--- src/rtl/ps2_byte_receiver.sv ---
// PS/2 device-to-host receiver: syncs and deglitches the pins, deserialises 11-bit frames,
// and reports each good byte with a one-cycle strobe or each bad frame with an error pulse.
module ps2_byte_receiver #(
   parameter int FILTER_LEN     = 8,
   parameter int TIMEOUT_CYCLES = 100000
) (
   input  logic       clock,
   input  logic       resetn,
   input  logic       ps2_clk,
   input  logic       ps2_dat,
   output logic [7:0] received_data,
   output logic       received_data_en,
   output logic       frame_error,
   output logic       busy
);

   localparam int FW = $clog2(FILTER_LEN + 1);
   localparam int TW = $clog2(TIMEOUT_CYCLES + 1);
   localparam logic [FW-1:0] FLT_FULL = FW'(FILTER_LEN);
   localparam logic [TW-1:0] TO_LAST  = TW'(TIMEOUT_CYCLES - 1);

   typedef enum logic [1:0] {IDLE, DATA, PARITY, STOP} state_t;

   logic          r_clk_s1, r_clk_s2, r_dat_s1, r_dat_s2;
   logic          r_fclk, r_fclk_d;
   logic [FW-1:0] r_flt_cnt;
   logic [TW-1:0] r_to_cnt;
   state_t        r_state;
   logic [2:0]    r_bit_cnt;
   logic [7:0]    r_shift;
   logic          r_par;
   logic          w_sample;

   assign w_sample = r_fclk_d & ~r_fclk;

   always_ff @(posedge clock) begin
      if (!resetn) begin
         r_clk_s1  <= 1'b1;
         r_clk_s2  <= 1'b1;
         r_dat_s1  <= 1'b1;
         r_dat_s2  <= 1'b1;
         r_fclk    <= 1'b1;
         r_fclk_d  <= 1'b1;
         r_flt_cnt <= '0;
      end else begin
         r_clk_s1 <= ps2_clk;
         r_clk_s2 <= r_clk_s1;
         r_dat_s1 <= ps2_dat;
         r_dat_s2 <= r_dat_s1;
         r_fclk_d <= r_fclk;
         // a new level must persist FILTER_LEN counts before fclk follows it
         if (r_clk_s2 == r_fclk) begin
            r_flt_cnt <= '0;
         end else if (r_flt_cnt == FLT_FULL) begin
            r_fclk    <= r_clk_s2;
            r_flt_cnt <= '0;
         end else begin
            r_flt_cnt <= r_flt_cnt + 1'b1;
         end
      end
   end

   always_ff @(posedge clock) begin
      if (!resetn) begin
         r_state          <= IDLE;
         r_bit_cnt        <= '0;
         r_shift          <= '0;
         r_par            <= 1'b0;
         r_to_cnt         <= '0;
         received_data    <= '0;
         received_data_en <= 1'b0;
         frame_error      <= 1'b0;
         busy             <= 1'b0;
      end else begin
         received_data_en <= 1'b0;
         frame_error      <= 1'b0;
         if (r_state == IDLE) begin
            r_to_cnt <= '0;
            if (w_sample && !r_dat_s2) begin
               r_state   <= DATA;
               r_bit_cnt <= '0;
               r_shift   <= '0;
               busy      <= 1'b1;
            end
         end else if (w_sample) begin
            // a bit arriving on the expiry cycle still counts
            r_to_cnt <= '0;
            case (r_state)
               DATA: begin
                  r_shift[r_bit_cnt] <= r_dat_s2;
                  if (r_bit_cnt == 3'd7) r_state <= PARITY;
                  else r_bit_cnt <= r_bit_cnt + 3'd1;
               end
               PARITY: begin
                  r_par   <= r_dat_s2;
                  r_state <= STOP;
               end
               STOP: begin
                  r_state <= IDLE;
                  busy    <= 1'b0;
                  if (r_dat_s2 && (^r_shift ^ r_par)) begin
                     received_data    <= r_shift;
                     received_data_en <= 1'b1;
                  end else begin
                     frame_error <= 1'b1;
                  end
               end
               default: r_state <= IDLE;
            endcase
         end else if (r_to_cnt == TO_LAST) begin
            frame_error <= 1'b1;
            r_state     <= IDLE;
            busy        <= 1'b0;
            r_to_cnt    <= '0;
         end else begin
            r_to_cnt <= r_to_cnt + 1'b1;
         end
      end
   end

endmodule

--- config.mk ---
export PLATFORM = sky130hd
export DESIGN_NAME = ps2_byte_receiver
export DESIGN_NICKNAME = d
export VERILOG_FILES = /design/src/rtl/ps2_byte_receiver.sv
export SDC_FILE = /design/constraint.sdc
export NUM_CORES = 1
export LEC_CHECK = 0
export ABC_AREA = 1
export CAP_MARGIN = 0
export CORE_MARGIN = 1.5
export CORE_UTILIZATION = 45
export DETAILED_ROUTE_END_ITERATION = 12
export GPL_TIMING_DRIVEN = 0
export HOLD_SLACK_MARGIN = 0.12
export PLACE_DENSITY_LB_ADDON = 0.3
export SYNTH_ARGS = -nofsm -noshare
export SYNTH_HDL_FRONTEND = slang
export SYNTH_SLANG_ARGS = --single-unit
--- constraint.sdc ---
create_clock -name clock -period 2.38 [get_ports clock]
set_input_delay 0.357 -clock clock [delete_from_list [all_inputs] [get_ports clock]]
set_output_delay 0.357 -clock clock [all_outputs]
set_load 0.02 [all_outputs]
==> impl_summary.txt <==
----------------------------------------------------
[Drt]
  Post-detailed-route via-to-cell ratio ... around 4.8
  Count of unresolved DRC violations after routing ... 0
  Post-route ant nets ... 0
  Final wirelength ... 4.69 mm
  Via count ... 2193
  Number of DRC markers in iteration 0 ... approximately 100
  Average detailed-routed wire length per instance ... just over 10 um
  Drt pass-1 iters ... 4

[Layout]
  Area growth from synthesis to layout ... 12.4%
  Number of nets in the layout ... 394
  Post-route design area ... 2970 sq um
  Area occupied by registers ... 1040 sq um
  Fill cells ... 537
  Area occupied by multi-input gates ... around 1300 sq um
  Proportion of layout cells with a drive suffix above 1 ... 10.5%
  Number of diodes ... 0

[Timing]
  Worst-case headroom to the max-slew limit ... 66.9%
  Unrepaired setup endpoints after global routing ... false
  Count of endpoints failing setup in the final report ... 0
  Worst-case clock skew ... 0.00755 ns
  Final worst setup slack ... just under 0.5 ns
  Min cycle time layout ... 1.88 ns
  Number of failing hold endpoints at the final stage ... 0
  Transition time at the pin with the least slew margin ... roughly 0.5 ns
  Max-slew violation count ... 0
  Worst hold slack ... about 0.42 ns
  Final worst path period share ... between 70% and 80%
  Sum Neg Setup Slack ... 0 ns
  Achievable clock frequency ... 0.531 GHz

[Die]
  Height of the die ... 79.7 um
  I/O pin cnt ... 15
  Row count ... 27
  Core Footprint ... 5570 sq um
  Area of the die ... approximately 6300 sq um
  Die outline width ... 79.7 um
  Starting utilization of the core area ... 47.5%

[Synth]
  Count of state elements after synthesis ... 52
  Average footprint of a synthesized cell ... ~7.4 sq um
  Synthesized net count ... 374
  Post-Syn Instances ... 360
  Synth top area share ... around two fifths
  Commonest register cell after synthesis ... dfxtp_1
  Portion of the post-synthesis area used by sequential elements ... between 30 and 40%
  List of most frequent post-synthesis cells ... nand2_1 (82), inv_1 (54), dfxtp_1 (52), nor2_1 (36), a21oi_1 (20)
  Post-synthesis cell area ... 2650 sq um
  Number of library cell types mapped by synthesis ... 30
  Most area-hungry cell type in the Yosys netlist ... dfxtp_1
  Async SR Flop Fraction ... 0%
  Synth area leaders ... dfxtp_1 (39%), nand2_1 (12%), inv_1 (7.7%)
  YS warnings ... 0
  EDFF count, synth ... 0
  Most used standard cell by instance count after synthesis ... nand2_1

[Power]
  Clk pwr share ... 38.7%
  Switching pwr ... 0.337 mW
  Final Power ... approximately 1.5 mW
  Max IR drop VDD ... 0.360 mV
  Sequential group share of total power ... 57.0%
  Power Density ... 520 nW/um^2
  Internal power consumption ... 1.21 mW
  Switching Fraction ... 21.8%
  Leakage power ... between 1 and 1.5 nW
  Proportion of power drawn by combinational gates ... around 4.3%

[Min path]
  Hold EP ... r_clk_s2
  Beginning of the worst hold path ... r_clk_s1
  Class of the worst hold path ... reg2reg
  WHS Path Cells ... 1

[Clocking]
  Clock transition time at the flip-flop clock pins of the worst setup and hold paths ... approximately 0.09 ns
  Post-cts resize count ... 0
  Total clock sinks ... 52
  H-tree depth reported by CTS ... 2
  Clock latency on the worst-skew pair ... slightly above 0.3 ns
  Postcts setup bufs ... 0
  Post-CTS Hold Buffers ... 0
  CTS tree ... built
  Cts bufs inserted ... 5
  Clk Tree Root Cell ... clkbuf_8
  Maximum count of clock buffers along a single path ... 2

[Run]
  Total of max-cap violations ... 0

[Worst setup path]
  FF-to-FF End ... r_shift[2]
  Launch instance of the worst register-to-register path ... r_state[0]
  Number of buffers and inverters on the critical path ... 2
  Crit start category ... register
  Delay of the slowest cell on the worst path ... around 0.42 ns
  Setup CP Type ... reg2reg
  Sort of element at the end of the critical path ... register
  Reg2Reg Setup Slack ... between 0.4 and 0.5 ns
  Worst-path cell with the longest stage delay ... a21oi_1
  Family of cells with the greatest summed delay on the critical path ... compound AO/OA/AOI/OAI gates
  Length in cells of the worst reg-to-reg path ... 8
  Arr. time, crit path ... 2.06 ns
  Critical Path RT ... 2.56 ns
  Biggest fanout along the worst timing path ... 9
  Cells traversed along the worst timing path ... inv_1 > ha_1 > inv_2 > o21ai_0 > a21oi_1 > o21ai_0 > nand2_1 > a21oi_1

[Placement]
  Number of buffer cells added on primary ports ... 13
  Final weighted congestion of routability-driven global placement ... 0.830
  Detailed placer's ending HPWL ... ~3.5 mm
  Post-DP Area ... 2870 sq um
  Setup WS pre-CTS ... 0.523 ns

[Global route]
  Global-route wire length before repair ... 8.50 mm
  Overall routing resource usage ... 17.0%
  Pin count of the biggest net entering global routing ... 16
  Overall overflow remaining after global route ... 0
  Via count of the first global-routing pass ... 1988
  Antenna violations before repair ... 0

[Outcome]
  Outcome ... complete, no violations

----------------------------------------------------
## state kept, by name (all words and copies together) (netlist names)
signal and flops:
r_fclk 1, r_clk_s2 1, r_bit_cnt 3, r_par 1
r_flt_cnt 4, received_data 8, r_shift 8, r_fclk_d 1
r_state 2, busy 1, r_dat_s2 1, r_to_cnt 17
r_clk_s1 1, r_dat_s1 1, received_data_en 1, frame_error 1
## power groups by stage
stage               logic, mW  registers (mW)  clock network, mW
detailed placement     0.0681           0.902                  0
CTS                    0.0682           0.881              0.617
finish                 0.0670           0.881              0.599
global placement       0.0667           0.901                  0
global route           0.0785           0.882              0.654
floorplan              0.0501           0.900                  0
## metrics by stage
stage                     util [%]  cells
after floorplan                  -    360
after global placement        51.4    445
after detailed placement      51.4    445
after CTS                     53.4    453
after global routing          53.4    453
final                         53.4    453
## layout by cell type (no fill, tap or decap), drive strengths merged
cell type,n
nand2,86
inv,61
dfxtp,52
nor2,43
a21oi,20
nand3,16
nand4,15
clkdlybuf4s50,13
nor3,13
o21ai,11
clkbuf,11
ha,10
xor2,8
or2,5
nor3b,3
xnor2,3
a211oi,2
o211ai,2
nor4,2
buf,1
a211o,1
a22oi,1
bufinv,1
clkinv,1
## area by class of cell
cell class / instances / area share (%)
buffer: 6 / 1.01
clock buffer: 6 / 2.44
clock inverter: 2 / 1.18
inverter: 61 / 7.70
multi-input combinational: 241 / 45.3
sequential: 52 / 35.0
tap: 72 / 3.03
timing repair buffer: 13 / 4.38
## cells by family after synthesis
kind of cell             synth area share, %
buffers and inverters                   9.79
flip-flops                              39.3
XOR/XNOR                                3.64
adder cells (fa/ha/maj)                 4.73
AND/OR/NAND/NOR                         34.9
AO/OA/AOI/OAI                           7.61
## worst max path at each step
stage	to	from	slack, ns	cells past startpoint
6_report	r_shift[2]	r_state[0]	0.50	8
4_1_cts	r_shift[3]	r_state[0]	0.51	8
5_1_grt	r_shift[7]	r_state[0]	0.24	8
3_5_place_dp	r_shift[3]	r_state[0]	0.52	8
3_3_place_gp	r_shift[0]	r_state[0]	0.59	8
2_1_floorplan	r_shift[0]	r_state[0]	0.84	8
## metal layers
layer	GRT usage, %	wire length (um)
met5	0	0
met4	6.84	84
met3	3.43	144
met2	29.5	2240
met1	20.3	2220
No activity file was read; power rests on OpenSTA's default activity.
